`src/rtl/imem_loader_pkg.sv`:
```
// imem_loader_pkg: shared state encoding and constants for the instruction-memory loader.
package imem_pkg;
  typedef enum logic [1:0] {IDLE, LOAD, RUN, ERROR} state_t;
  localparam logic [31:0] NOP_INSTR = 32'h0000_0013;
  localparam logic [31:0] DEFAULT_BASE_ADDR = 32'h0040_0000;
endpackage

```
`src/rtl/imem_loader_if.sv`:
```
// imem_loader_if: valid/ready program-word stream with last flag.
interface imem_loader_if #(parameter int DATA_W = 32);
  logic Load_valid;
  logic Load_ready;
  logic [DATA_W-1:0] Load_data;
  logic Load_last;
  modport master(output Load_valid, Load_data, Load_last, input Load_ready);
  modport slave(input Load_valid, Load_data, Load_last, output Load_ready);
endinterface

```
`src/rtl/imem_loader_array.sv`:
```
// imem_array: DEPTH x DATA_W synchronous RAM, one write port, one registered read port.
module imem_array #(
  parameter int DATA_W = 32,
  parameter int DEPTH = 64,
  localparam int ADDR_W = $clog2(DEPTH)
) (
  input  logic              clk,
  input  logic              we,
  input  logic [ADDR_W-1:0] waddr,
  input  logic [DATA_W-1:0] wdata,
  input  logic [ADDR_W-1:0] raddr,
  output logic [DATA_W-1:0] rdata
);
  logic [DATA_W-1:0] mem [DEPTH];
  always_ff @(posedge clk) begin
    if (we) mem[waddr] <= wdata;
    rdata <= mem[raddr];
  end
endmodule

```
`src/rtl/imem_loader.sv`:
```
// imem_loader: streams a program into instruction memory, then releases the core and serves fetches.
// Define IMEM_LOADER_RELOAD_EN to add Reload_req for reprogramming from RUN without a global reset.
module imem_loader import imem_pkg::*; #(
  parameter int DATA_W = 32,
  parameter int DEPTH = 64,
  parameter logic [31:0] BASE_ADDR = DEFAULT_BASE_ADDR,
  localparam int ADDR_W = $clog2(DEPTH)
) (
  input  logic              Clk,
  input  logic              Rst,
  imem_loader_if.slave      ld,
  input  logic [31:0]       Address_from_PC,
  output logic [DATA_W-1:0] Instruction,
  output logic              Core_rst,
  output logic              Load_done,
  output logic              Load_err,
  output logic [ADDR_W:0]   Load_count
`ifdef IMEM_LOADER_RELOAD_EN
  ,
  input  logic              Reload_req
`endif
);
  localparam logic [DATA_W-1:0] NOP = DATA_W'(NOP_INSTR);
  state_t state;
  logic reload, beat, hit, hit_q;
  logic [31:0] idx;
  logic [DATA_W-1:0] rdata;
`ifdef IMEM_LOADER_RELOAD_EN
  assign reload = Reload_req;
`else
  assign reload = 1'b0;
`endif
  assign ld.Load_ready = state == LOAD;
  assign Core_rst = state == RUN;
  assign Load_done = state == RUN;
  assign Load_err = state == ERROR;
  assign beat = ld.Load_valid && ld.Load_ready;
  // addresses below BASE_ADDR wrap to a huge index and miss naturally
  assign idx = (Address_from_PC - BASE_ADDR) >> 2;
  assign hit = state == RUN && !reload && idx < 32'(Load_count);
  assign Instruction = hit_q ? rdata : NOP;
  always_ff @(posedge Clk) begin
    if (!Rst) begin
      state <= IDLE;
      Load_count <= '0;
      hit_q <= 1'b0;
    end else begin
      hit_q <= hit;
      case (state)
        IDLE: state <= LOAD;
        LOAD: if (beat) begin
          Load_count <= Load_count + 1'b1;
          state <= ld.Load_last ? RUN :
                   Load_count == (ADDR_W+1)'(DEPTH-1) ? ERROR : LOAD;
        end
        RUN: if (reload) begin
          state <= LOAD;
          Load_count <= '0;
        end
        default: state <= ERROR;
      endcase
    end
  end
  imem_array #(.DATA_W(DATA_W), .DEPTH(DEPTH)) u_array (
    .clk(Clk),
    .we(beat),
    .waddr(Load_count[ADDR_W-1:0]),
    .wdata(ld.Load_data),
    .raddr(idx[ADDR_W-1:0]),
    .rdata(rdata)
  );
endmodule

```
`src/flat_wrapper.sv`:
```
// flat-port wrapper written by rule: the top's interface ports become plain ports
module imem_loader_flat import imem_pkg::*;
#(
  parameter int DATA_W = 32,
  parameter int DEPTH = 64,
  parameter logic [31:0] BASE_ADDR = DEFAULT_BASE_ADDR,
  localparam int ADDR_W = $clog2(DEPTH)
)
  (Clk, Rst, Address_from_PC, Instruction, Core_rst, Load_done, Load_err, Load_count, ld_Load_valid, ld_Load_data, ld_Load_last, ld_Load_ready);
  imem_loader_if #(.DATA_W(DATA_W)) ld_i ();
  input  logic Clk;
  input  logic Rst;
  input  logic [31:0] Address_from_PC;
  output logic [DATA_W-1:0] Instruction;
  output logic Core_rst;
  output logic Load_done;
  output logic Load_err;
  output logic [ADDR_W:0] Load_count;
  input wire logic [$bits(ld_i.Load_valid)-1:0] ld_Load_valid;
  input wire logic [$bits(ld_i.Load_data)-1:0] ld_Load_data;
  input wire logic [$bits(ld_i.Load_last)-1:0] ld_Load_last;
  output wire logic [$bits(ld_i.Load_ready)-1:0] ld_Load_ready;
  assign ld_i.Load_valid = ld_Load_valid;
  assign ld_i.Load_data = ld_Load_data;
  assign ld_i.Load_last = ld_Load_last;
  assign ld_Load_ready = ld_i.Load_ready;
  imem_loader #(.DATA_W(DATA_W), .DEPTH(DEPTH), .BASE_ADDR(BASE_ADDR)) u_core (.Clk(Clk), .Rst(Rst), .ld(ld_i), .Address_from_PC(Address_from_PC), .Instruction(Instruction), .Core_rst(Core_rst), .Load_done(Load_done), .Load_err(Load_err), .Load_count(Load_count));
endmodule
```
`config.mk`:
```
export PLATFORM = sky130hd
export DESIGN_NAME = imem_loader_flat
export DESIGN_NICKNAME = d
export VERILOG_FILES = /design/src/rtl/imem_loader_pkg.sv /design/src/rtl/imem_loader_if.sv /design/src/rtl/imem_loader_array.sv /design/src/rtl/imem_loader.sv /design/src/flat_wrapper.sv
export SDC_FILE = /design/constraint.sdc
export NUM_CORES = 2
export LEC_CHECK = 0
export CAP_MARGIN = 20
export CORE_ASPECT_RATIO = 1.5
export CORE_MARGIN = 8
export CORE_UTILIZATION = 50
export CTS_CLUSTER_SIZE = 16
export DETAILED_ROUTE_END_ITERATION = 8
export PLACE_DENSITY = 0.77
export SKIP_LAST_GASP = 1
export SLEW_MARGIN = 0
export SYNTH_ARGS = -nofsm -noshare
export SYNTH_HDL_FRONTEND = slang
export SYNTH_SLANG_ARGS = --single-unit
export TNS_END_PERCENT = 10
```
`constraint.sdc`:
```
create_clock -name Clk -period 4.85 [get_ports Clk]
set_input_delay 1.455 -clock Clk [delete_from_list [all_inputs] [get_ports Clk]]
set_output_delay 1.455 -clock Clk [all_outputs]
set_load 0.005 [all_outputs]
```
# ---- After elaboration in Yosys (flattened, before gate mapping)
# Memories as Yosys holds them, arrays and structs flattened. A register that Yosys moved wholly into a read port is not among the register bits.
# Cells that the tools add are included.
dict set report word_totals {
  n_memories 1
  ff_bits 10
  in_bits 68
  mem_bits_rw 2048
  elab_cells 25
  out_inout_bits 43
}
# name words word_bits rd rd_ports_with_merged_regs wr line
set memory_table {}
lappend memory_table {u_core.u_array.mem 64 32 1 1 1 imem_loader_array.sv:14} ;# logic [DATA_W-1:0] mem [DEPTH];
dict set report classes {
  n_lt_le_gt_ge 1
  eq_ne 5
  reduce_logical 5
  bitwise 1
  add_sub_neg 2
  n_mux 7
}
# cell n
set ops {}
lappend ops {{two-way mux 32 bit} 1}
lappend ops {{subtractor 32 x 23 -> 32 bit, second input constant} 1}
lappend ops {{< comparator 30 x 7 -> 1 bit} 1}
lappend ops {{adder 7 x 1 -> 7 bit, second input constant} 1}
lappend ops {{== test 7 x 6 -> 1 bit, second input constant} 1}
lappend ops {{two-way mux 2 bit} 3}
lappend ops {{one-hot mux 2 bit (3 select lines)} 1}
lappend ops {{== test 2 bit, second input constant} 2}
lappend ops {{AND reduction 2 bit} 2}
lappend ops {{== test 2 x 1 -> 1 bit, second input constant} 1}
lappend ops {{logical AND 1 bit} 2}
lappend ops {{logical NOT 2 bit} 1}
lappend ops {{two-way mux 1 bit} 2}
lappend ops {{!= test 2 bit, second input constant} 1}
lappend ops {{inverter 1 bit} 1}

# ---- Depth between registers and ports, before layout
dict set report logic_depth {
  depth_word 5
  ltp_mapped 9
}

# ---- Hierarchy
# Synthesis repeated with hierarchy kept, for this count alone.
dict set report hier_totals {
  cells_unflattened 3435
  hier_area_um2 79407.4
}
# mod area_per_inst_um2 n_inst cells_each
set by_module_without_submodules {}
lappend by_module_without_submodules {imem_array 78515.3 1 3324}
lappend by_module_without_submodules {imem_loader 892.1 1 111}

# ---- Worst setup path before layout
# OpenSTA, ideal clock, no wires.
dict set report synth_timing {
  path_kind {input port to flip-flop}
  start {input ld_Load_valid}
  end {memory u_core.u_array.mem[15][0], enable pin}
  required_ns 4.429
  setup_slack_ns 0.907
  n_path_buf 1
  path_stages 4
  setup_time_ns 0.421
  arrival_time_ns 3.522
  path_cell_list {and4b_1 -> clkbuf_1 -> nand3_1 -> nor2_1}
}
dict set report synth_between {
  elab_chain_cells 3
}
# item line
set synth_lines {}
lappend synth_lines {{from (decl)} flat_wrapper.sv:19} ;# input wire logic [$bits(ld_i.Load_valid)-1:0] ld_Load_valid;
lappend synth_lines {{logical AND 1 bit} imem_loader.sv:37} ;# assign beat = ld.Load_valid && ld.Load_ready;
lappend synth_lines {{two-way mux 1 bit} imem_loader_array.sv:16} ;# if (we) mem[waddr] <= wdata;
lappend synth_lines {{two-way mux 1 bit (not written as such)} imem_loader_array.sv:16}
lappend synth_lines {{to (decl)} imem_loader_array.sv:14}
# Every way passes these cells.

# ---- Worst setup path after layout
dict set report layout_timing {
  start {register u_core.hit_q}
  end {output Instruction[25]}
}
dict set report layout_between {
  elab_chain_cells 1
}
# item line
set layout_lines {}
lappend layout_lines {{from (decl)} imem_loader.sv:25} ;# logic reload, beat, hit, hit_q;
lappend layout_lines {{from (signal assigned)} imem_loader.sv:48} ;# hit_q <= hit;
lappend layout_lines {{two-way mux 32 bit} imem_loader.sv:41} ;# assign Instruction = hit_q ? rdata : NOP;
lappend layout_lines {{to (decl)} flat_wrapper.sv:14} ;# output logic [DATA_W-1:0] Instruction;
# Every way passes these cells.

==> key figures <==
STA
  • Setup violations, final: 0
  • Fmax: approximately 270 MHz
  • Final Skew: ~33 ps
  • Final Hold Fails: 0
  • Slew headroom: 21.6%
  • Period utilisation layout: between 70% and 80%
  • Setup_tns: 0 ps
  • Final setup margin: ~1200 ps
  • Period minus WS final: around 3700 ps
  • Slew Limit Fails: 0
  • Worst slew pin tran: roughly 1200 ps
  • RSZ-0062 raised after global routing: false

Yosys
  • Post-Syn Area: between 70000 and 80000 µm²
  • Synth Area per Inst: 23.0 µm²
  • Synth top area share: just under 80%
  • Syn Nets: roughly 3.5k
  • Synth top area cells: edfxtp_1 78%, mux4_2 15%, dfxtp_1 1.1%
  • Synth unique cells: 48
  • Predominant post-synthesis flop cell: edfxtp_1
  • Post-synthesis cell count: between 3k and 4k
  • Post-synth EDFFs: 2048
  • Ys async rst share: 0%
  • Yosys reg bits: 2090
  • Ys Warns: 0
  • Synth area leader: edfxtp_1
  • Sequential fraction of the synthesis area: slightly below 80%

Setup path
  • CP required: 3390 ps
  • CP arrival: 2200 ps
  • Critical Path End Type: primary output
  • Critical path startpoint category: flop
  • WS Path Type: reg -> out
  • Crit Path Max Fanout: 24
  • Worst R2R Path Depth: 4

Global routing
  • Vias in the first global route: between 40k and 50k
  • Grt met2 use: between 40% and 50%
  • Largest net degree at the start of global routing: 65
  • Tot GR Track Use: 23.0%
  • Grt met3 use: 4.81%
  • First-pass GRT wire length: ~280000 µm
  • Met1 usage: 27.1%
  • Gr busiest metal: met2
  • Global route total overflow: 0
  • Initial antenna violation count: 18

Detailed routing
  • Post-route DRC: 0
  • Detailed-route vias per instance: 6.49
  • Initial DRC count: between 5k and 6k
  • DRT antenna net count: 0
  • Vias: 38.9k
  • TritonRoute pass-1 iters: 5
  • Wire per inst: 33.4 µm
  • WL final: about 200000 µm

Power and ir drop
  • Worst VDD drop: about 0.37 mV
  • Static leakage: between 20 and 30 nW
  • PwrDens: slightly below 400 nW/µm²
  • Tot Pwr: ~36 mW

Floorplan
  • Die H: around 500 µm
  • Std cell rows: about 180
  • Initial core utilization: approximately 50%
  • IO Count: approximately 110
  • Die area: about 170000 µm²
  • DIE WIDTH: 341 µm
  • Core Region: between 150000 and 200000 µm²

Finish
  • Fill cells: around 11k
  • Layout cells sized above 1: between 20% and 30%
  • Nets@finish: 3843
  • Area Growth Syn to Fin: 14.5%
  • Final Util: around 57%

CTS
  • Setup bufs post-CTS: 0
  • Clk slew on worst S/H paths: around 70 ps
  • Clk root buf: clkbuf_16
  • Maximum root-to-sink buffer count: 3
  • Worst-Skew Late Latency: about 820 ps
  • CTS Buf Count: roughly 180
  • CTS tree: yes
  • Clock sink count: 2090
  • Cts repair resizes: 0
  • Hold buffers post-CTS: 0
  • CTS H-Tree Depth: 4

Min path
  • Worst hold path class: reg -> reg
  • Hold path cells: 2

Run
  • Max-cap violations: 0

Placed design
  • Final Wtd Congestion: about 0.82
  • Placement Setup Slack: 788 ps
  • Buffers added on ports: 108
  • Post-DP HPWL: between 100000 and 150000 µm

Outcome
  • Status: finished, final reports clean
## metal layers
metal  vias to the layer above  wire length (µm)
met2                      2638            104000
met4                        18             10500
li1                      15300                 -
met1                     20400             65900
met5                         -               108
met3                       561             20100
## power breakdown
group | internal (mW) | total, mW | switching (mW)
Combinational | 0.686 | 1.74 | 1.05
Clock | 7.73 | 14.1 | 6.38
Sequential | 19.9 | 19.9 | 0.0443
Total | 28.3 | 35.8 | 7.48
## cell usage in the layout (no fill, tap or decap), drive strengths merged, types with 5 or more instances in the layout
cell type / instances
edfxtp: 2048
mux4: 524
buf: 258
clkbuf: 226
o22ai: 122
nor2: 117
clkdlybuf4s50: 70
clkinv: 69
mux2i: 62
dfxtp: 42
and2: 39
nand2: 35
a21oi: 30
nand3: 24
nor4: 24
nor3: 22
o21ai: 20
o221ai: 19
inv: 17
nand2b: 15
o22a: 14
bufinv: 13
mux2: 11
clkinvlp: 10
nor2b: 8
a211oi: 8
o211ai: 7
ha: 7
nand3b: 6
xnor2: 5
## Yosys cell counts, types with 4 or more instances
master,count
o221ai_1,19
nand2_1,35
o31a_1,4
clkbuf_1,58
xnor2_1,5
o211ai_1,7
nor4_1,24
buf_1,15
ha_1,7
a22oi_1,4
o22ai_1,122
o22a_1,14
nor2b_1,8
dfxtp_1,42
mux2i_1,62
mux4_2,524
nand2b_1,15
nor3_1,22
buf_6,12
a211oi_1,8
buf_2,65
inv_1,8
or3b_2,4
a41o_1,4
a21oi_1,30
nor3b_1,4
nor2_1,117
and2_1,39
edfxtp_1,2048
nand3b_1,6
nand3_1,24
mux2_2,11
buf_4,33
o21ai_0,20
## logic make-up after synthesis
family | Yosys count | share of synthesized area [%]
compound gates | 244 | 2.05
xor+xnor | 7 | 0.0774
fa+ha+maj | 7 | 0.111
buf+inv | 191 | 1.28
flops | 2090 | 78.7
mux | 597 | 15.8
simple gates | 307 | 1.91
## state kept, by name (all words and copies together) (netlist names)
| signal | flops |
|---|---|
| u_core.state | 2 |
| u_core.Load_count | 7 |
| u_core.u_array.mem | 2048 |
| u_core.hit_q | 1 |
| u_core.u_array.rdata | 32 |
## worst max-delay path, cell delays in order (launching register included)
cell and delay (ps):
dfxtp_1 380, buf_16 180, buf_4 160, and2_1 150, clkdlybuf4s50_1 510
## path summary, 6_finish.rpt
path	from	end	slack [ps]
setup / recovery	u_core.hit_q	Instruction[25]	1190
setup reg to reg	u_core.Load_count[4]	u_core.u_array.mem[35][25]	1950
hold / removal	u_core.Load_count[6]	u_core.Load_count[6]	630
hold reg to reg	u_core.Load_count[6]	u_core.Load_count[6]	630
## metrics by stage
step / std cells / area [µm²] / hold slack [ps]
finish: 5999 / 90600 / 633
floorplan: 3443 / 79200 / 535
detailed placement: 5647 / 84400 / 614
global placement: 5647 / 84400 / 575
global route: 5998 / 90600 / 666
CTS: 5974 / 90200 / 642
## layout make-up
type	count	area, µm²	share of cell area, %
inverter	8	30.0	0.0331
sequential	2090	62300	68.8
multi-input combinational	1162	16300	18.0
timing repair buffer	328	3610	3.98
clock buffer	226	4790	5.28
clock inverter	101	951	1.05
tap	2081	2600	2.87
antenna	3	7.51	0.00828
(Power assumes the default switching activity.)
